--- src/rtl/vga_rx_pkg.sv ---
// rtl/vga_rx_pkg.sv - shared types and mode constants for the VGA receive monitor
package vga_rx_pkg;

    typedef enum logic [1:0] {SEARCH, MEASURE, LOCKED} lock_state_t;

    // 640x480@72 display mode, same porch/sync split as the transmit side
    localparam int H_VISIBLE = 640;
    localparam int H_FRONT   = 24;
    localparam int H_SYNC    = 40;
    localparam int H_BACK    = 128;
    localparam int V_VISIBLE = 480;
    localparam int V_FRONT   = 9;
    localparam int V_SYNC    = 3;
    localparam int V_BACK    = 28;

    localparam int H_TOTAL_EXP  = H_VISIBLE + H_FRONT + H_SYNC + H_BACK;
    localparam int H_ACTIVE_EXP = H_VISIBLE;
    localparam int V_TOTAL_EXP  = V_VISIBLE + V_FRONT + V_SYNC + V_BACK;
    localparam int V_ACTIVE_EXP = V_VISIBLE;

    localparam logic [15:0] CRC_POLY = 16'h1021;
    localparam logic [15:0] CRC_INIT = 16'hFFFF;

endpackage

--- src/rtl/vga_crc16.sv ---
// rtl/vga_crc16.sv - combinational CRC-16/CCITT-FALSE step over one byte, MSB first
module vga_crc16
    import vga_rx_pkg::*;
(
    input  logic [15:0] crc,
    input  logic [7:0]  data,
    output logic [15:0] crc_next
);

    logic [15:0] c;

    always_comb begin
        c = crc;
        for (int i = 7; i >= 0; i--) begin
            c = {c[14:0], 1'b0} ^ ((c[15] ^ data[i]) ? CRC_POLY : 16'h0000);
        end
        crc_next = c;
    end

endmodule

--- src/rtl/vga_rx_monitor.sv ---
// rtl/vga_rx_monitor.sv - VGA receive monitor: pixel coordinates, timing measurement, lock FSM, frame CRC
module vga_rx_monitor
    import vga_rx_pkg::*;
#(
    parameter bit HSYNC_POL   = 1'b0,
    parameter bit VSYNC_POL   = 1'b0,
    parameter int CNT_W       = 12,
    parameter int X_W         = 10,
    parameter int Y_W         = 10,
    parameter int LOCK_FRAMES = 2,
    parameter int H_TOTAL     = H_TOTAL_EXP,
    parameter int H_ACTIVE    = H_ACTIVE_EXP,
    parameter int V_TOTAL     = V_TOTAL_EXP,
    parameter int V_ACTIVE    = V_ACTIVE_EXP
) (
    input  logic             clk,
    input  logic             reset_n,
    input  logic             hsync,
    input  logic             vsync,
    input  logic             activevideo,
    input  logic [5:0]       rrggbb,
    input  logic             err_clr,
    output logic             pix_valid,
    output logic [X_W-1:0]   pix_x,
    output logic [Y_W-1:0]   pix_y,
    output logic [5:0]       pix_rrggbb,
    output logic             frame_done,
    output logic [15:0]      frame_crc,
    output logic [CNT_W-1:0] meas_h_total,
    output logic [CNT_W-1:0] meas_h_active,
    output logic [CNT_W-1:0] meas_v_total,
    output logic [CNT_W-1:0] meas_v_active,
    output logic             locked,
    output logic             lock_err
);

    localparam int M_W = $clog2(LOCK_FRAMES + 1);

    logic             hs_q, hs_qq, vs_q, vs_qq;
    logic [CNT_W-1:0] h_cnt, line_act, line_cnt, v_act_cnt;
    logic [15:0]      crc_reg, crc_step;
    logic             frame_ok_acc;
    lock_state_t      state;
    logic [M_W-1:0]   match_cnt;

    logic             hs_in, vs_in, hs_edge, vs_edge, timeout;
    logic             line_nz, line_bad, frame_ok;
    logic [CNT_W-1:0] h_total_now, v_total_now, v_act_now;
    logic [15:0]      crc_now;

    assign hs_in   = (hsync == HSYNC_POL);
    assign vs_in   = (vsync == VSYNC_POL);
    assign hs_edge = hs_q & ~hs_qq;
    assign vs_edge = vs_q & ~vs_qq;
    assign timeout = (h_cnt == {CNT_W{1'b1}}) & ~hs_edge;

    // A coincident hs edge still belongs to the frame that the vs edge closes
    assign h_total_now = h_cnt + CNT_W'(1);
    assign line_nz     = (line_act != '0);
    assign line_bad    = hs_edge & ((h_total_now != CNT_W'(H_TOTAL)) |
                                    (line_nz & (line_act != CNT_W'(H_ACTIVE))));
    assign v_total_now = line_cnt + CNT_W'(hs_edge);
    assign v_act_now   = v_act_cnt + CNT_W'(hs_edge & line_nz);
    assign crc_now     = pix_valid ? crc_step : crc_reg;
    assign frame_ok    = frame_ok_acc & ~line_bad &
                         (v_total_now == CNT_W'(V_TOTAL)) &
                         (v_act_now == CNT_W'(V_ACTIVE));

    vga_crc16 u_crc (
        .crc      (crc_reg),
        .data     ({2'b00, pix_rrggbb}),
        .crc_next (crc_step)
    );

    always_ff @(posedge clk) begin
        if (!reset_n) begin
            hs_q       <= 1'b0;
            hs_qq      <= 1'b0;
            vs_q       <= 1'b0;
            vs_qq      <= 1'b0;
            pix_valid  <= 1'b0;
            pix_rrggbb <= '0;
            pix_x      <= '0;
            pix_y      <= '0;
        end else begin
            hs_q       <= hs_in;
            hs_qq      <= hs_q;
            vs_q       <= vs_in;
            vs_qq      <= vs_q;
            pix_valid  <= activevideo;
            pix_rrggbb <= rrggbb;
            pix_x      <= (activevideo & pix_valid) ? pix_x + X_W'(1) : '0;
            if (vs_in & ~vs_q)
                pix_y <= '0;
            else if (pix_valid & ~activevideo)
                pix_y <= pix_y + Y_W'(1);
        end
    end

    always_ff @(posedge clk) begin
        if (!reset_n) begin
            h_cnt         <= '0;
            line_act      <= '0;
            line_cnt      <= '0;
            v_act_cnt     <= '0;
            crc_reg       <= CRC_INIT;
            frame_ok_acc  <= 1'b0;
            meas_h_total  <= '0;
            meas_h_active <= '0;
            meas_v_total  <= '0;
            meas_v_active <= '0;
            frame_crc     <= '0;
        end else begin
            if (hs_edge) begin
                meas_h_total <= h_total_now;
                h_cnt        <= '0;
                if (line_nz)
                    meas_h_active <= line_act;
                line_act <= CNT_W'(pix_valid);
            end else begin
                if (h_cnt != {CNT_W{1'b1}})
                    h_cnt <= h_cnt + CNT_W'(1);
                if (pix_valid)
                    line_act <= line_act + CNT_W'(1);
            end

            if (timeout) begin
                line_cnt     <= '0;
                v_act_cnt    <= '0;
                crc_reg      <= CRC_INIT;
                frame_ok_acc <= 1'b0;
            end else if (vs_edge) begin
                meas_v_total  <= v_total_now;
                meas_v_active <= v_act_now;
                frame_crc     <= crc_now;
                line_cnt      <= '0;
                v_act_cnt     <= '0;
                crc_reg       <= CRC_INIT;
                frame_ok_acc  <= 1'b1;
            end else begin
                line_cnt  <= v_total_now;
                v_act_cnt <= v_act_now;
                crc_reg   <= crc_now;
                if (line_bad)
                    frame_ok_acc <= 1'b0;
            end
        end
    end

    always_ff @(posedge clk) begin
        if (!reset_n) begin
            state      <= SEARCH;
            match_cnt  <= '0;
            frame_done <= 1'b0;
            locked     <= 1'b0;
            lock_err   <= 1'b0;
        end else begin
            frame_done <= 1'b0;
            if (err_clr)
                lock_err <= 1'b0;
            if (timeout) begin
                state     <= SEARCH;
                locked    <= 1'b0;
                match_cnt <= '0;
            end else if (vs_edge) begin
                case (state)
                    SEARCH: begin
                        state     <= MEASURE;
                        match_cnt <= '0;
                    end
                    MEASURE: begin
                        frame_done <= 1'b1;
                        if (frame_ok) begin
                            match_cnt <= match_cnt + M_W'(1);
                            if (int'(match_cnt) + 1 >= LOCK_FRAMES) begin
                                state  <= LOCKED;
                                locked <= 1'b1;
                            end
                        end else begin
                            match_cnt <= '0;
                        end
                    end
                    LOCKED: begin
                        frame_done <= 1'b1;
                        if (!frame_ok) begin
                            lock_err  <= 1'b1;
                            state     <= MEASURE;
                            match_cnt <= '0;
                            locked    <= 1'b0;
                        end
                    end
                    default: state <= SEARCH;
                endcase
            end
        end
    end

endmodule

--- config.mk ---
export PLATFORM = sky130hd
export DESIGN_NAME = vga_rx_monitor
export DESIGN_NICKNAME = d
export VERILOG_FILES = /design/src/rtl/vga_rx_pkg.sv /design/src/rtl/vga_crc16.sv /design/src/rtl/vga_rx_monitor.sv
export SDC_FILE = /design/constraint.sdc
export NUM_CORES = 1
export LEC_CHECK = 0
export ABC_AREA = 1
export CAP_MARGIN = 30
export CORE_ASPECT_RATIO = 0.7
export CORE_MARGIN = 3
export CORE_UTILIZATION = 30
export CTS_BUF_LIST = sky130_fd_sc_hd__clkbuf_8 sky130_fd_sc_hd__clkbuf_16
export CTS_CLUSTER_DIAMETER = 40
export DETAILED_ROUTE_END_ITERATION = 8
export MAX_ROUTING_LAYER = met4
export SYNTH_ARGS = -nofsm -noshare
export SYNTH_HDL_FRONTEND = slang
export SYNTH_SLANG_ARGS = --single-unit
--- constraint.sdc ---
create_clock -name clk -period 6.2 [get_ports clk]
set_input_delay 1.24 -clock clk [delete_from_list [all_inputs] [get_ports clk]]
set_output_delay 1.24 -clock clk [all_outputs]
set_load 0.02 [all_outputs]
Word-level counts from Yosys, hierarchy flattened
Index checks and enable logic that the tools add are counted.
Widths: inputs -> output; s select.
- register bits after elaboration: 167
- output and inout port bits: 94
- word-level logic and storage cells: 131
- bits of input ports: 12
- mux-type cells: 30
- reductions and logical operators: 18
- add/sub/neg operators: 8
- equal/unequal tests: 11
- bitwise operators: 38
- order comparisons: 1
- operators by type and width (kind ; number):
    $xor 16x16->16 ; 8
    $mux 13 ; 8
    $add 12x1->12 ; 2
    $add 12x1->12 const B ; 2
    $ne 12x10->1 const B ; 2
    $add 10x1->10 const B ; 2
    $mux 16 ; 1
    $mux 1 ; 13
    $and 1x1->1 ; 12
    $eq 12x10->1 const B ; 1
    $eq 12x12->1 const B ; 1
    $eq 12x9->1 const B ; 1
    $ne 12x12->1 const B ; 1
    $pmux 2 s3 ; 2
    $reduce_bool 12->1 ; 1
    $not 1->1 ; 11
    $mux 2 ; 5
    $reduce_or 2->1 ; 4
    $ne 2x2->1 const B ; 3
    $reduce_and 2->1 ; 3
    $reduce_bool 2->1 ; 3
    $reduce_or 3->1 ; 2
    $xor 1x1->1 ; 6
    $reduce_and 5->1 ; 1
    11 further kinds ; 11

Logic depth before layout (Yosys ltp)
Gate-level depths: netlist (run 1).
- word-level depth: 23
- mapped depth: 25
- mapped depth without buffers: 24

Cells and area by module
From an unflattened synthesis (run 1), not the netlist that was laid out.
- cell total of the unflattened synthesis: 992
- area total of the unflattened synthesis: 7250.7 sq um
- modules (own cells, without submodules) (module ; cells each ; area each (sq um) ; seq. area each (sq um) ; times used):
    vga_rx_monitor ; 884 ; 6780.3 ; 3343.2 ; 1
    vga_crc16 ; 108 ; 470.5 ; 0.0 ; 1

Worst setup path before layout (run 1)
OpenSTA, ideal clock, no wires.
- path kind: flip-flop to flip-flop
- start point: register line_act[0]
- end point: register match_cnt[0]
- period minus slack after synthesis: 2963 ps
- library setup time: 114 ps
- arrival time: 2849 ps
- data required time: 6086 ps
- buffers on the path: 1
- cell stages (with the launch flop): 23
- slack: 3237 ps
- path through: dfxtp_1 > inv_1 > ha_1 > nand2_1 > nor2_1 > nand2_1 > o31ai_1 > inv_1 > buf_1 > ha_1 > ha_1 > nand2_1 > nor2_1 > a31o_2 > nand2_1 > nor2_1 > nand2_1 > nor2_2 > nand4_1 > nand3b_1 > nand2_1 > nand2_1 > nor2_1
- word-level cells in the longest chain between the ends: 10
- elaborated cells between the ends (all ways): 16
- classes of those cells: add/sub (1); eq/ne (3); mux (2); bitwise (8); reduce/logical (2)
- RTL lines (element ; line ; text):
    start: declaration ; vga_rx_monitor.sv:40 ; logic [CNT_W-1:0] h_cnt, line_act, line_cnt, v_act_cnt;
    start signal: assignment ; vga_rx_monitor.sv:119 ; line_act <= CNT_W'(pix_valid);
    start signal: assignment ; vga_rx_monitor.sv:124 ; line_act <= line_act + CNT_W'(1);
    branches (longest 7 deep; another with $add 12x1->12) ; - ;
    $and 1x1->1 * ; vga_rx_monitor.sv:66 ; (v_total_now == CNT_W'(V_TOTAL)) &
    $mux 2 / $ne 2x2->1 (equally long branches) ; - ;
    $pmux 2 s3 / $reduce_and 3->1 (equally long branches) ; - ;
    end signal: assignment ; vga_rx_monitor.sv:174 ; match_cnt <= match_cnt + M_W'(1);
    end: declaration ; vga_rx_monitor.sv:44 ; logic [M_W-1:0] match_cnt;
Mark *: on every way between the ends.
A chain may end at the register's enable or synchronous reset.

Worst setup path after layout (run 1)
- start point: register line_act[0]
- end point: register match_cnt[1]
The elaborated chain is that of the path after synthesis.

==> results, run 1 <==
- On the worst path, the slowest cell contributes a delay of 0.49 ns.
- The worst register-to-register path begins at line_act[0].
- Dividing the final minimum period by the clock period gives 57.21%.
- The number of antenna-violating nets in the routed design is 0.
- The via density per instance is 4.429.
- The number of distinct library cell variants in the gate-level netlist after synthesis is 40.
- The adder and majority gate portion of the synthesized area is 2.668%.
- The worst max-slew margin expressed relative to the limit is 49.23%.
- Setup violations remaining at the end of the flow were counted as 0.
- The post-synthesis sequential area ratio is 47.53%.
- Global routing used 14.66% of the available tracks.
- Synthesis produced a netlist with a net count of 956.
- After synthesis, the largest family of logic cells by area is simple AND/OR/NAND/NOR gates.
- For this block, wires on met1 add up to 9.499 mm.
- The actual transition at the worst max-transition pin is 0.7605 ns.
- The number of clock sinks is 167.
- Port buffering added 105 buffers.
- Clock tree synthesis inserted a total of 17 buffers.
- The routed wire length per instance is 12.99 um.
- Measured against the total synthesized area, the mux share comes to 0.2846%.
- Summing every instance area after synthesis gives 7034 um2.
- The run finished with clean final reports.
- During I/O placement, the number of pins put on the boundary was 106.
- After routing, the total negative slack on setup checks comes to 0 ns.
- After Yosys synthesis, XOR and XNOR cells account for 3.113% of the synthesized area.
- The HPWL after detailed placement is 12.73 mm.
- The worst-case clock skew is 0.01231 ns.
- The cell sitting at the root of the clock tree is a sky130_fd_sc_hd__clkbuf_16.
- Counting flops and latches in the post-synthesis netlist gives 167.
- Wire segments on met3 add up to 934 um in the final route.
- For this design the static power due to leakage is 3.517 nW.
- The start point of the worst hold path is vs_q.
- Walking the worst path, the cells encountered are inv_1 -> ha_1 -> nand2_1 -> nor2_1 -> nand2_1 -> o31ai_1 -> inv_1 -> ha_1 -> ha_1 -> nand2_1 -> nor2_1 -> a31o_2 -> nand2_1 -> nor2_1 -> nand2_1 -> nor2_2 -> nand4_1 -> nand3b_1 -> nand2_1 -> nand2_1 -> nor2_1.
- The routed layout has 5,992 vias.
- The count of final hold-check violations was 0.
- The largest net degree at the start of global routing is 77.
- After detailed routing, the total wire length is 17.57 mm.
- Setup repair after global routing left no endpoint under its margin.
- The congestion estimate from routability-driven global placement came to 0.9379.
- The number of enable-type register cells in the synthesized netlist is 0.
- Once the clock tree was built, the resizer swapped 0 gates to a different size.
- The worst setup path is captured at a flop.
- The hold-critical path depth is 2.
- In this run, the number of DRC markers left after iteration 0 of detailed routing was 456.
- Counting stages on the worst path, the most repeated cell is sky130_fd_sc_hd__nand2_1.
- The highest ir drop seen on vdd is 0.0001941 V.
- The worst setup path is of the reg -> reg kind.
- The number of warnings reported in the yosys synthesis log is 0.
- The number of placement rows is 46.
- The proportion of layout cells with a drive suffix above 1 is 6.820%.
- The data required time of the critical path is 6.53 ns.
- The clock tree buffer depth is 2.
- The clock latency at the later pin of the worst-skew pair is 0.43 ns.
- The cell count after synthesis is 929.
- The biggest fanout along the worst timing path is 25.
- Counting I/O delays and the setup requirement, the final critical path takes 3.547 ns.
- The number of nets in the layout is 1,057.
- The data arrival time at the worst-slack endpoint is 3.88 ns.
- The first global-routing pass estimated 29.00 mm of wire.
- The worst min-delay path endpoint is vs_qq.
- The number of global-route vias before repair was 5,603.
- For this configuration, the core starts out at a cell density of 30.79%.
- The placeable core region is 22,850 um2.
- Global routing finished with a remaining overflow of 0.
- The capture point of the worst reg-to-reg path is match_cnt[1].
- The worst register-to-register path has a setup slack of 2.65 ns.
- The uppermost layer routed is met4.
- The area growth from synthesis to layout is 27.16%.
- The total power is 0.002370 W.
- The share of the synthesized area in compound gates (AO/OA/AOI/OAI) is 14.16%.
- In this run, post-CTS hold repair placed 0 buffers.
- TritonCTS built the clock tree.
- The most used flip-flop cell after synthesis is sky130_fd_sc_hd__dfxtp_1.
- The die is 134.1 um tall.
- The detailed-route DRC error count is 0.
- Before antenna repair, the detailed router went through 5 iterations.
- The H-tree was split into 4 levels.
- The cell area after placement is 8394 um2.
- The depth of the worst register-to-register path is 21.
- The sum of met2 wire segment lengths after detailed routing is 6.901 mm.
- Max-cap violations in this run came to 0.
- The slowest stage of the critical path is the sky130_fd_sc_hd__inv_1 cell.
- The clock input transition at the sequential cells of the worst setup and hold paths is 0.07 ns.
- The critical path startpoint category is a flop.
- Dividing total power by cell area gives a power density of 264.9 nW/um2.
- The die covers 25,350 um2.
- The type of the tightest min-delay check is reg -> reg.
- Once layout is done, the placed cells without fillers occupy 8945 um2.
- The die is 189.0 um wide.
- Each instance of the synthesized netlist takes up on average 7.572 um2.
- The number of max-slew violations in the final report was 0.
- The number of antenna violations at the first check in global routing is 0.
- For this run, asynchronously set or reset flops after synthesis account for 0%.
- The number of antenna diodes in the final layout is 0.
- The post-synthesis simple-gate area fraction is 23.53%.
- The maximum frequency from static timing analysis is 0.2819 GHz.
- The number of setup buffers added after CTS is 0.
cell type report:
type                       count  area, um2
clock buffer                  17      425.4
clock inverter                13      125.1
fill                        2390      13900
inverter                     133      499.2
multi-input combinational    602       3085
sequential                   167       3343
tap                          312      390.4
timing repair buffer         109       1076
synthesized netlist by cell type (7+ instances only):
library cell	n	area share [%]
sky130_fd_sc_hd__clkbuf_1	19	1.0
sky130_fd_sc_hd__nor2_1	106	5.7
sky130_fd_sc_hd__xnor2_1	15	1.9
sky130_fd_sc_hd__xor2_1	10	1.2
sky130_fd_sc_hd__nand3_1	33	2.3
sky130_fd_sc_hd__a211oi_1	7	0.75
sky130_fd_sc_hd__ha_1	15	2.7
sky130_fd_sc_hd__nor3_1	9	0.64
sky130_fd_sc_hd__dfxtp_1	167	48
sky130_fd_sc_hd__o21ai_0	78	5.5
sky130_fd_sc_hd__inv_1	127	6.8
sky130_fd_sc_hd__nand2_1	179	9.6
sky130_fd_sc_hd__nand4_1	12	1.1
sky130_fd_sc_hd__a21oi_1	78	5.5
logic make-up after synthesis:
group | Yosys count
compound gates | 186
xor+xnor | 25
fa+ha+maj | 15
buf+inv | 160
flops | 167
mux | 2
simple gates | 374
worst max-delay path by stage:
stage                         endpoint  cells after the start   startpoint
after floorplan           match_cnt[0]                     22  line_act[0]
after global placement     crc_reg[13]                      9      reset_n
after detailed placement   crc_reg[14]                      9      reset_n
after CTS                 match_cnt[1]                     21  line_act[0]
after global routing          state[1]                     22  line_act[0]
final                     match_cnt[1]                     21  line_act[0]
critical path: cells and delay by family, from the launching register on:
family                     cells  cell delay (ns)
AOI/OAI and AO/OA              2             0.24
adders and majority gates      3             0.80
buffers and inverters          2             0.59
DFF                            1             0.35
and+or+nand+nor               14             1.47
power breakdown:
group          leakage (nW)  internal [W]  total [W]  switching (W)
Combinational          1.90     0.0000923   0.000226       0.000134
Sequential             1.36       0.00111    0.00114      0.0000276
Clock                 0.260      0.000553    0.00101       0.000454
metal layers:
layer	up-vias	GRT usage, %
li1	3174	-
met1	2676	21.22
met2	126	19.76
met3	16	3.997
met4	0	4.299
met5	-	-
stage by stage:
| stage | util [%] | setup WS, ns | hold slack [ns] | cells |
|---|---|---|---|---|
| after floorplan | - | 3.237 | 0.4170 | 929 |
| after global placement | 36.74 | 2.599 | 0.4235 | 1323 |
| after detailed placement | 36.74 | 2.554 | 0.4361 | 1323 |
| after CTS | 39.15 | 2.670 | 0.4465 | 1353 |
| after global routing | 39.15 | 2.275 | 0.4918 | 1353 |
| final | 39.15 | 2.653 | 0.4486 | 1353 |
cells in the final DEF (no fill, tap or decap), types with 5 or more instances in the layout:
cell type	netlist	routed
sky130_fd_sc_hd__nand2_1	179	179
sky130_fd_sc_hd__dfxtp_1	167	167
sky130_fd_sc_hd__inv_1	127	127
sky130_fd_sc_hd__nor2_1	106	105
sky130_fd_sc_hd__clkdlybuf4s50_1	0	104
sky130_fd_sc_hd__o21ai_0	78	78
sky130_fd_sc_hd__a21oi_1	78	78
sky130_fd_sc_hd__nand3_1	33	33
sky130_fd_sc_hd__clkbuf_16	0	17
sky130_fd_sc_hd__xnor2_1	15	15
sky130_fd_sc_hd__ha_1	15	15
sky130_fd_sc_hd__nand4_1	12	12
sky130_fd_sc_hd__xor2_1	10	10
sky130_fd_sc_hd__nor3_1	9	9
sky130_fd_sc_hd__a211oi_1	7	7
sky130_fd_sc_hd__inv_2	6	6
sky130_fd_sc_hd__nand3_2	6	6
sky130_fd_sc_hd__nand2_2	6	6
sky130_fd_sc_hd__o21ai_1	6	6
sky130_fd_sc_hd__o211ai_1	6	6
sky130_fd_sc_hd__nor2_4	5	6
sky130_fd_sc_hd__nand3b_1	5	5
(Power assumes the default switching activity.)
==> inputs of run 2 (changes only) <==
- clock period: 6.2 -> 3 ns (I/O delays scaled with it)
==> results, run 2 (synthesis results as in run 1) <==
- The area growth from synthesis to layout is 32.84%.
- The number of antenna violations at the first check in global routing came to 0 (unchanged).
- The worst-case clock skew came to 0.009855 ns (-0.002455 ns).
- The type of the tightest min-delay check is reg -> reg.
- The width of the die is 189.0 um (unchanged).
- The cell that appears most often on the critical path is sky130_fd_sc_hd__buf_4.
- The leakage power figure came to 3.731 nW (+6.1%).
- The cell sitting at the root of the clock tree is a sky130_fd_sc_hd__clkbuf_16.
- The count of final hold-check violations is 0 (unchanged).
- The cell area after placement came to 8522 um2 (+1.5%).
- The data required time of the critical path is 3.32 ns (-3.21 ns).
- The last weighted congestion value of the routability-driven placer is 0.9017 (-3.9%).
- The number of clock sinks is 167 (unchanged).
- The detailed-route DRC error count is 0 (unchanged).
- The worst setup slack after layout is 0.001683 ns (-2.651 ns).
- The multi-input gate area in the final layout is 3162 um2 (+2.5%).
- The overall global routing resource usage is 15.04% (+0.37 points).
- The proportion of layout cells with a drive suffix above 1 is 11.73% (+4.9 points).
- The placeable core region is 22,850 um2 (unchanged).
- The slowest stage of the critical path belongs to the cell sky130_fd_sc_hd__dfxtp_2.
- The TritonCTS buffer count is 17 (unchanged).
- The placement-stage worst setup slack is -0.02700 ns (-2.581 ns).
- The setup slack on the worst flop-to-flop path is 0.002 ns (-2.65 ns).
- The startpoint identified for the worst register-to-register timing path is line_act[0].
- In the layout the commonest cells are sky130_fd_sc_hd__nand2_1, sky130_fd_sc_hd__dfxtp_1, sky130_fd_sc_hd__inv_1, sky130_fd_sc_hd__nor2_1, sky130_fd_sc_hd__clkdlybuf4s50_1.
- The hold-critical path depth is 2 (unchanged).
- The hold buffer count at CTS is 0 (unchanged).
- The total iterations of the first detailed-routing run is 5 (unchanged).
- The global-route wire length before repair was 30.03 mm (+3.5%).
- The total of endpoints with negative setup slack in the final report is 0 (unchanged).
- The flow ran to the end, and the final reports show no timing, DRC or antenna violations.
- The wire length reported by the detailed router is 18.24 mm (+3.8%).
- The worst hold slack across all endpoints is 0.4468 ns (-0.001816 ns).
- The worst max-slew margin expressed relative to the limit was 65.17% (+16 points).
- The largest delay contributor family on the critical path is buffers and inverters.
- STA classifies the critical path startpoint as a flop.
- STA classifies the critical path endpoint as a flop.
- The number of antenna repair diodes is 0 (unchanged).
- The starting density of the core came to 30.79% (unchanged).
- The number of global-route vias before repair was 5,869 (+4.7%).
- The placed wire-length estimate after detailed placement came to 12.97 mm (+1.8%).
- The biggest fanout along the worst timing path is 3 (-88%).
- The delay of the slowest cell on the worst path is 0.33 ns (-0.16 ns).
- The total area of sequential cells is 3346 um2 (about the same).
- The total die area is 25,350 um2 (unchanged).
- The number of placement rows came to 46 (unchanged).
- The total power is 0.004994 W (+110%).
- The number of max-slew violations in the final report is 0 (unchanged).
- The max-capacitance violation count is 0 (unchanged).
- The data arrival time at the worst-slack endpoint is 3.32 ns (-0.56 ns).
- The finished layout cell area was 9344 um2 (+4.5%).
- The layout filler cell count is 2,315 (-3.1%).
- The vertical die dimension is 134.1 um (unchanged).
- The initial detailed-routing violation count was 354 (-22%).
- The highest ir drop seen on vdd was 0.0003913 V (+100%).
- The number of buffers and inverters on the critical path is 11 (+9).
- In this run the critical register-to-register path is captured at locked.
- The total met3 wirelength after detailed routing is 884 um (-5.4%).
- In this run the top signal layer used is met4.
- Leaving out fill and tap cells, the most frequent cell in the layout is sky130_fd_sc_hd__nand2_1.
- The port buffer count is 105 (unchanged).
- Setup repair after global routing could not meet its margin everywhere.
- The depth of the worst register-to-register path is 25 (+19%).
- The total congestion overflow after global routing was 0 (unchanged).
- For hold timing, the worst endpoint is vs_qq.
- The shortest clock period the worst path allows after layout is 2.998 ns (-0.5487 ns).
- The post-layout utilization of the core was 40.89% (+1.7 points).
- The actual transition at the worst max-transition pin is 0.5225 ns (-0.2380 ns).
- The number of primary I/O pins was 106 (unchanged).
- The number of antenna-violating nets in the routed design is 0 (unchanged).
- The worst setup path is of the reg -> reg kind.
- The number of nets in the layout is 1,097 (+3.8%).
- The largest net degree at the start of global routing is 54 (-30%).
- The clock latency at the later pin of the worst-skew pair is 0.43 ns (about the same).
- The TritonCTS clock tree is done.
- The vias after detailed routing is 6,123 (+2.2%).
- The total number of H-tree levels is 4 (unchanged).
- The routed wire length per instance was 13.08 um (+0.68%).
- The clock tree buffer depth is 2 (unchanged).
- The share of the clock period used by the worst path is 99.94% (+43 points).
- The met1 wire length is 9.851 mm (+3.7%).
- The clock input transition at the sequential cells of the worst setup and hold paths is 0.07 ns (about the same).
- The via density per instance is 4.389 (-0.89%).
- The maximum frequency from static timing analysis is 0.3335 GHz (+18%).
- The sum of met2 wire segment lengths after detailed routing came to 7.348 mm (+6.5%).
- The total power density per cell area is 534.5 nW/um2 (+100%).
- The start point of the worst hold path is vs_q.
-- run 2: worst max path at each step --
| stage | to | cells past startpoint | startpoint | slack (ns) |
|---|---|---|---|---|
| CTS | match_cnt[0] | 23 | line_act[1] | -0.03 |
| floorplan | match_cnt[0] | 22 | line_act[0] | 0.04 |
| global placement | match_cnt[1] | 23 | line_act[0] | 0.06 |
| finish | locked | 25 | line_act[0] | 0.002 |
| global route | locked | 24 | line_act[0] | -0.24 |
| detailed placement | match_cnt[0] | 23 | line_act[0] | -0.03 |
-- run 2: final cells by class --
class / count / area share [%]
sequential: 167 / 35.81
multi-input combinational: 602 / 33.84
timing repair buffer: 149 / 14.73
inverter: 133 / 5.343
clock buffer: 17 / 4.553
tap: 312 / 4.178
clock inverter: 15 / 1.553
-- run 2: repair_timing --
action / CTS / global route
setup endpoints to repair: 2 / 8
buffers inserted: 22 / 3
pin swaps: 15 / 17
gates resized for setup: 10 / 11
-- run 2: worst min-delay path, stage by stage (launching register included) --
cell	delay (ns)
sky130_fd_sc_hd__dfxtp_1	0.32
sky130_fd_sc_hd__nand2_1	0.05
sky130_fd_sc_hd__inv_1	0.03
-- run 2: per-stage QoR --
step	setup TNS, ns	std cells
3_5_place_dp	-0.02814	1340
2_1_floorplan	0	929
5_1_grt	-1.025	1395
4_1_cts	-0.05274	1394
6_report	0	1395
3_3_place_gp	0	1340
-- run 2: per-layer routing --
metal	global-route usage (%)	vias up
met5	-	-
met4	3.514	0
met3	3.840	11
met2	21.11	109
met1	21.58	2751
li1	-	3252
-- run 2: where the power goes --
group / internal, W / total [W] / switching, W
Sequential: 0.00229 / 0.00235 / 0.0000521
Clock: 0.00116 / 0.00214 / 0.000975
Combinational: 0.000217 / 0.000509 / 0.000292
Total: 0.00367 / 0.00499 / 0.00132
